--- src/rtl/drum_pkg.sv ---
// drum_pkg: shared state type, step-width helper and sustain width for the drum sequencer
package drum_pkg;

    typedef enum logic {SEQ_IDLE, SEQ_RUN} seq_state_t;

    localparam int SUSTAIN_W = 8;

    function automatic int step_w(input int steps);
        return $clog2(steps);
    endfunction

endpackage

--- src/rtl/drum_sequencer_step_timer.sv ---
// step_timer: per-step tick counter; pulses advance on the last tick of each step
module step_timer #(
    parameter int TW = 16
) (
    input  logic          clk,
    input  logic          reset,
    input  logic          enable,
    input  logic          clear,
    input  logic [TW-1:0] tempo_div,
    output logic          advance
);

    logic [TW-1:0] tick_q, tick_d, last_tick;

    // a divider of 0 behaves as 1; >= lets a lowered divider advance at once
    always_comb begin
        last_tick = (tempo_div == '0) ? '0 : tempo_div - TW'(1);
        advance   = enable && (tick_q >= last_tick);
        tick_d    = clear ? '0 : !enable ? tick_q : advance ? '0 : tick_q + TW'(1);
    end

    // tick register
    always_ff @(posedge clk or posedge reset) begin
        if (reset) tick_q <= '0;
        else       tick_q <= tick_d;
    end

endmodule

--- src/rtl/drum_sequencer.sv ---
// drum_sequencer: 16-step hit sequencer driving the ADSR start trigger; DRUM_SEQ_ACCENT_EN adds per-step sustain accent
module drum_sequencer
    import drum_pkg::*;
#(
    parameter int STEPS  = 16,
    parameter int TW     = 16,
    parameter int RETRIG = 1
) (
    input  logic                       clk,
    input  logic                       reset,
    input  logic                       run,
    input  logic [STEPS-1:0]           pattern_in,
    input  logic                       pattern_load,
    input  logic [TW-1:0]              tempo_div,
    input  logic                       adsr_idle,
`ifdef DRUM_SEQ_ACCENT_EN
    input  logic [STEPS-1:0]           accent_in,
    input  logic [SUSTAIN_W-1:0]       sustain_normal,
    input  logic [SUSTAIN_W-1:0]       sustain_accent,
    output logic [SUSTAIN_W-1:0]       sustain_level_out,
`endif
    output logic                       start,
    output logic [step_w(STEPS)-1:0]   step,
    output logic                       step_strobe,
    output logic                       hit_dropped,
    output logic                       running
);

    localparam int SW = step_w(STEPS);
`ifdef DRUM_SEQ_ACCENT_EN
    localparam int PW = 2 * STEPS;
`else
    localparam int PW = STEPS;
`endif

    seq_state_t    state_q, state_d;
    logic [SW-1:0] step_q, step_d, next_step;
    logic [PW-1:0] active_q, active_d, shadow_q, shadow_d, load_word;
    logic          pending_q, pending_d;
    logic          start_q, start_d, strobe_q, strobe_d, drop_q, drop_d;
    logic          advance, timer_en, hit, accept;

`ifdef DRUM_SEQ_ACCENT_EN
    logic [SUSTAIN_W-1:0] sustain_q, sustain_d;
    assign load_word = {accent_in, pattern_in};
`else
    assign load_word = pattern_in;
`endif

    assign timer_en = (state_q == SEQ_RUN) && run;

    step_timer #(.TW(TW)) u_timer (
        .clk      (clk),
        .reset    (reset),
        .enable   (timer_en),
        .clear    (!timer_en),
        .tempo_div(tempo_div),
        .advance  (advance)
    );

    // run/idle control, pattern double-buffering and hit qualification for the step being entered
    always_comb begin
        state_d   = state_q;
        step_d    = step_q;
        active_d  = active_q;
        shadow_d  = shadow_q;
        pending_d = pending_q;
        strobe_d  = 1'b0;
        next_step = step_q + SW'(1);
        if (state_q == SEQ_IDLE) begin
            if (pattern_load) begin
                active_d  = load_word;
                pending_d = 1'b0;
            end else if (run && pending_q) begin
                active_d  = shadow_q;
                pending_d = 1'b0;
            end
            if (run) begin
                state_d  = SEQ_RUN;
                step_d   = '0;
                strobe_d = 1'b1;
            end
        end else begin
            if (pattern_load) begin
                shadow_d  = load_word;
                pending_d = 1'b1;
            end
            if (!run) begin
                state_d = SEQ_IDLE;
                step_d  = '0;
            end else if (advance) begin
                step_d   = next_step;
                strobe_d = 1'b1;
                if (next_step == '0) begin
                    active_d  = pattern_load ? load_word : pending_q ? shadow_q : active_q;
                    pending_d = 1'b0;
                end
            end
        end
        hit     = strobe_d & active_d[step_d];
        accept  = (RETRIG != 0) || adsr_idle;
        start_d = hit & accept;
        drop_d  = hit & ~accept;
`ifdef DRUM_SEQ_ACCENT_EN
        sustain_d = !strobe_d ? sustain_q
                  : active_d[STEPS + int'(step_d)] ? sustain_accent : sustain_normal;
`endif
    end

    // sequencer state and registered outputs
    always_ff @(posedge clk or posedge reset) begin
        if (reset) begin
            state_q   <= SEQ_IDLE;
            step_q    <= '0;
            active_q  <= '0;
            shadow_q  <= '0;
            pending_q <= 1'b0;
            start_q   <= 1'b0;
            strobe_q  <= 1'b0;
            drop_q    <= 1'b0;
`ifdef DRUM_SEQ_ACCENT_EN
            sustain_q <= '0;
`endif
        end else begin
            state_q   <= state_d;
            step_q    <= step_d;
            active_q  <= active_d;
            shadow_q  <= shadow_d;
            pending_q <= pending_d;
            start_q   <= start_d;
            strobe_q  <= strobe_d;
            drop_q    <= drop_d;
`ifdef DRUM_SEQ_ACCENT_EN
            sustain_q <= sustain_d;
`endif
        end
    end

    assign start       = start_q;
    assign step        = step_q;
    assign step_strobe = strobe_q;
    assign hit_dropped = drop_q;
    assign running     = (state_q == SEQ_RUN);
`ifdef DRUM_SEQ_ACCENT_EN
    assign sustain_level_out = sustain_q;
`endif

endmodule
--- config.mk ---
export PLATFORM = sky130hd
export DESIGN_NAME = drum_sequencer
export DESIGN_NICKNAME = d
export VERILOG_FILES = /design/src/rtl/drum_pkg.sv /design/src/rtl/drum_sequencer_step_timer.sv /design/src/rtl/drum_sequencer.sv
export SDC_FILE = /design/constraint.sdc
export NUM_CORES = 1
export LEC_CHECK = 0
export ABC_AREA = 1
export CORE_UTILIZATION = 29
export DETAILED_ROUTE_END_ITERATION = 8
export HOLD_SLACK_MARGIN = 0.08
export PLACE_DENSITY_LB_ADDON = 0.2
export SYNTH_ARGS = -nofsm -noshare
export SYNTH_HDL_FRONTEND = slang
export SYNTH_HIERARCHICAL = 1
export SYNTH_SLANG_ARGS = --single-unit
--- constraint.sdc ---
create_clock -name clk -period 7.5 [get_ports clk]
set_clock_uncertainty 0.2 [all_clocks]
set_input_delay 1.5 -clock clk [delete_from_list [all_inputs] [get_ports clk]]
set_output_delay 1.5 -clock clk [all_outputs]
set_load 0.01 [all_outputs]
==> out/results.tsv <==
stage	metric	value	unit
synth	syn_inst	629	
clocking	cts_tree	yes	
synth	synth_area	4350	um2
worst_setup_path	crit_required	7540	ps
worst_setup_path	crit_path_max_fanout	16	
drt	wl_per_cell	13.4	um
worst_hold_path	min_path_cells	2	
run	cap_violations	0	
worst_setup_path	rr_endpoint	start	
place	placed_area	4870	um2
layout	fin_util	0.344	
sta	fin_crit	6090	ps
sta	tightest_slew	1120	ps
synth	synth_edf_count	0	
worst_setup_path	critPathSlowestCell	clkdlybuf4s50_1	
layout	layout-drive-gt1-share	0.0577	
worst_setup_path	ff2ff_path_depth	16	
clocking	root_buffer	clkbuf_16	
sta	max_clock_freq	0.164	GHz
synth	avgSynthCellArea	6.92	um2
clocking	cts_hold_buf	0	
sta	setup_tns	0	ps
clocking	numClockSinks	56	
worst_setup_path	r2r-start	running	
synth	synth-main-ff-cell	dfrtp_1	
clocking	cts-resized-gates	0	
worst_hold_path	min_from	shadow_q[3]	
synth	netlist.area_leader.share	0.322	
worst_hold_path	hold_path_end	shadow_q[3]	
drt	drc	0	
drt	drt_wl_total	11.3	mm
worst_setup_path	worst_path_most_repeated_cell	nand2_1	
worst_setup_path	end_kind	flop	
drt	drt_iter0_markers	249	
layout	synthToLayoutAreaGrowth	15.4	%
synth	synth-seq-cells	56	
synth	yosys_warnings	6	
sta	max_slew_margin	0.252	
clocking	clock_latency	300	ps
worst_setup_path	arrival	6130	ps
sta	drv_slew	0	
layout	diodes	0	
die	die_y	124	um
clocking	path_clk_slew	80	ps
clocking	postCtsSetupBuffers	0	
die	ios	45	
drt	vias	4134	
drt	routed_via_density	4.90	
sta	setup_violations	0	
worst_setup_path	startpoint_type	input pin	
sta	hold_viol	0	
worst_hold_path	hp-class	flop to flop	
worst_setup_path	critPathMaxStageDelay	460	ps
layout	fin_area	5020	um2
drt	ant_nets	0	
place	port_buffers	42	
grt	grt_max_degree	41	
pwr	p_per_area	146	nW/um2
sta	whs	299	ps
grt	grt_util_all_layers	0.151	
layout	final_cell_mix	202 x nand2_1, 75 x nand3_1, 73 x inv_1	
die	die-width	124	um
die	dieArea	15500	um2
synth	synth_cell_types	42	
layout	num-fill-cells	1589	
sta	rsz0062_at_grt	false	
synth	ys_seq_area_frac	0.322	
clocking	clock_path_buffers	2	
die	initial_core_util	0.298	
die	core_area	14600	um2
clocking	cts_buffers	5	
synth	synth_nets	687	
die	rows	44	
layout	final_common_cell	nand2_1	
synth	synth_largest_area_cell	dfrtp_1	
sta	fin_crit_sh	0.812	
grt	antenna_found_initial	0	
clocking	htree_levels	2	
place	place_hpwl	8.17	mm
worst_setup_path	crit_type	input pin to flop	
place	gp_congestion	0.924	
synth	synthArstFlopShare	1.00	
pwr	ir_worst_vdd	0.0983	mV
grt	grt_pass1_vias	4079	
layout	fin_nets	716	
drt	firstDrtPassIters	4	
run_status	status	finished, final reports clean	
worst_setup_path	r2r_setup_slack	3680	ps
pwr	power_leakage	2.54	nW
grt	grt-ovfl-total	0	
grt	grt_pass1_wl	19.4	mm
synth	synth_area_leaders	dfrtp_1 32%, nand2_1 17%, nand3_1 8.6%, inv_1 6.3%, ha_1 6.0%	
## registers in the layout, indices dropped and copies added, names as in the netlist
| name | cells |
|---|---|
| start | 1 |
| u_timer/tick_q | 16 |
| pending_q | 1 |
| shadow_q | 16 |
| step_strobe | 1 |
| active_q | 16 |
| running | 1 |
| step | 4 |
## per-layer routing
| metal | GRT usage | up-vias | share of wire |
|---|---|---|---|
| met3 | 0.0210 | 9 | 0.033 |
| li1 | - | 2104 | - |
| met5 | 0 | - | 0 |
| met2 | 0.267 | 70 | 0.48 |
| met1 | 0.190 | 1951 | 0.47 |
| met4 | 0.0425 | 0 | 0.013 |
## worst max-delay path by stage
| stage | slack, ps | startpoint | to |
|---|---|---|---|
| 5_1_grt | 930 | tempo_div[2] | start |
| 3_3_place_gp | 1160 | tempo_div[7] | start |
| 6_report | 1410 | tempo_div[7] | start |
| 2_1_floorplan | 2750 | tempo_div[0] | start |
| 3_5_place_dp | 1080 | tempo_div[7] | start |
| 4_1_cts | 1400 | tempo_div[7] | start |
## stage by stage
stage	cells	total power [mW]	setup slack, ps
after floorplan	629	0.437	2750
after global placement	835	0.483	1160
after detailed placement	835	0.487	1080
after CTS	843	0.743	1400
after global routing	843	0.772	934
final	843	0.731	1410
## worst max-delay path: cells and delay by family
family                     cells  cell delay [ps]
AOI/OAI and AO/OA              1              270
adders and majority gates      1              190
and+or+nand+nor               21             3460
buffers and inverters          2              710
## cell families (layout without fill, tap and decap cells)
kind of cell	Yosys count	after routing	share of synthesized area
other	1	1	0.000862
and+or+nand+nor	370	370	0.389
adders and majority gates	21	21	0.0604
muxes	3	3	0.00776
xor gates and xnor gates	18	18	0.0362
AOI/OAI and AO/OA	61	61	0.0834
buffers and inverters	99	129	0.100
DFF	56	56	0.322
## power by group
part / internal [mW] / leakage [nW] / switching [mW]
combinational: 0.0585 / 1.76 / 0.0804
sequential: 0.325 / 0.710 / 0.0158
clock: 0.127 / 0.0708 / 0.124
total: 0.511 / 2.54 / 0.220
## cells in the mapped netlist (7+ instances only)
library cell	instances
xor2_1	14
nor2_1	36
o21ai_0	27
nand3_1	75
and3_1	7
nand4_1	14
clkbuf_1	7
ha_1	21
nand3b_1	7
a21oi_1	8
nand2_1	202
o211ai_1	12
dfrtp_1	56
inv_1	73
## cell type report
cell class / count / area [um2] / share of cell area
inverters: 78 / 295 / 0.0588
flip-flops and latches: 56 / 1400 / 0.279
multi-input cells: 474 / 2510 / 0.501
clock buffers: 5 / 125 / 0.0249
clock inverters: 3 / 25.0 / 0.00499
well taps: 184 / 230 / 0.0459
repair buffers: 43 / 428 / 0.0853
Note: power is estimated with default switching activity, not from simulation.
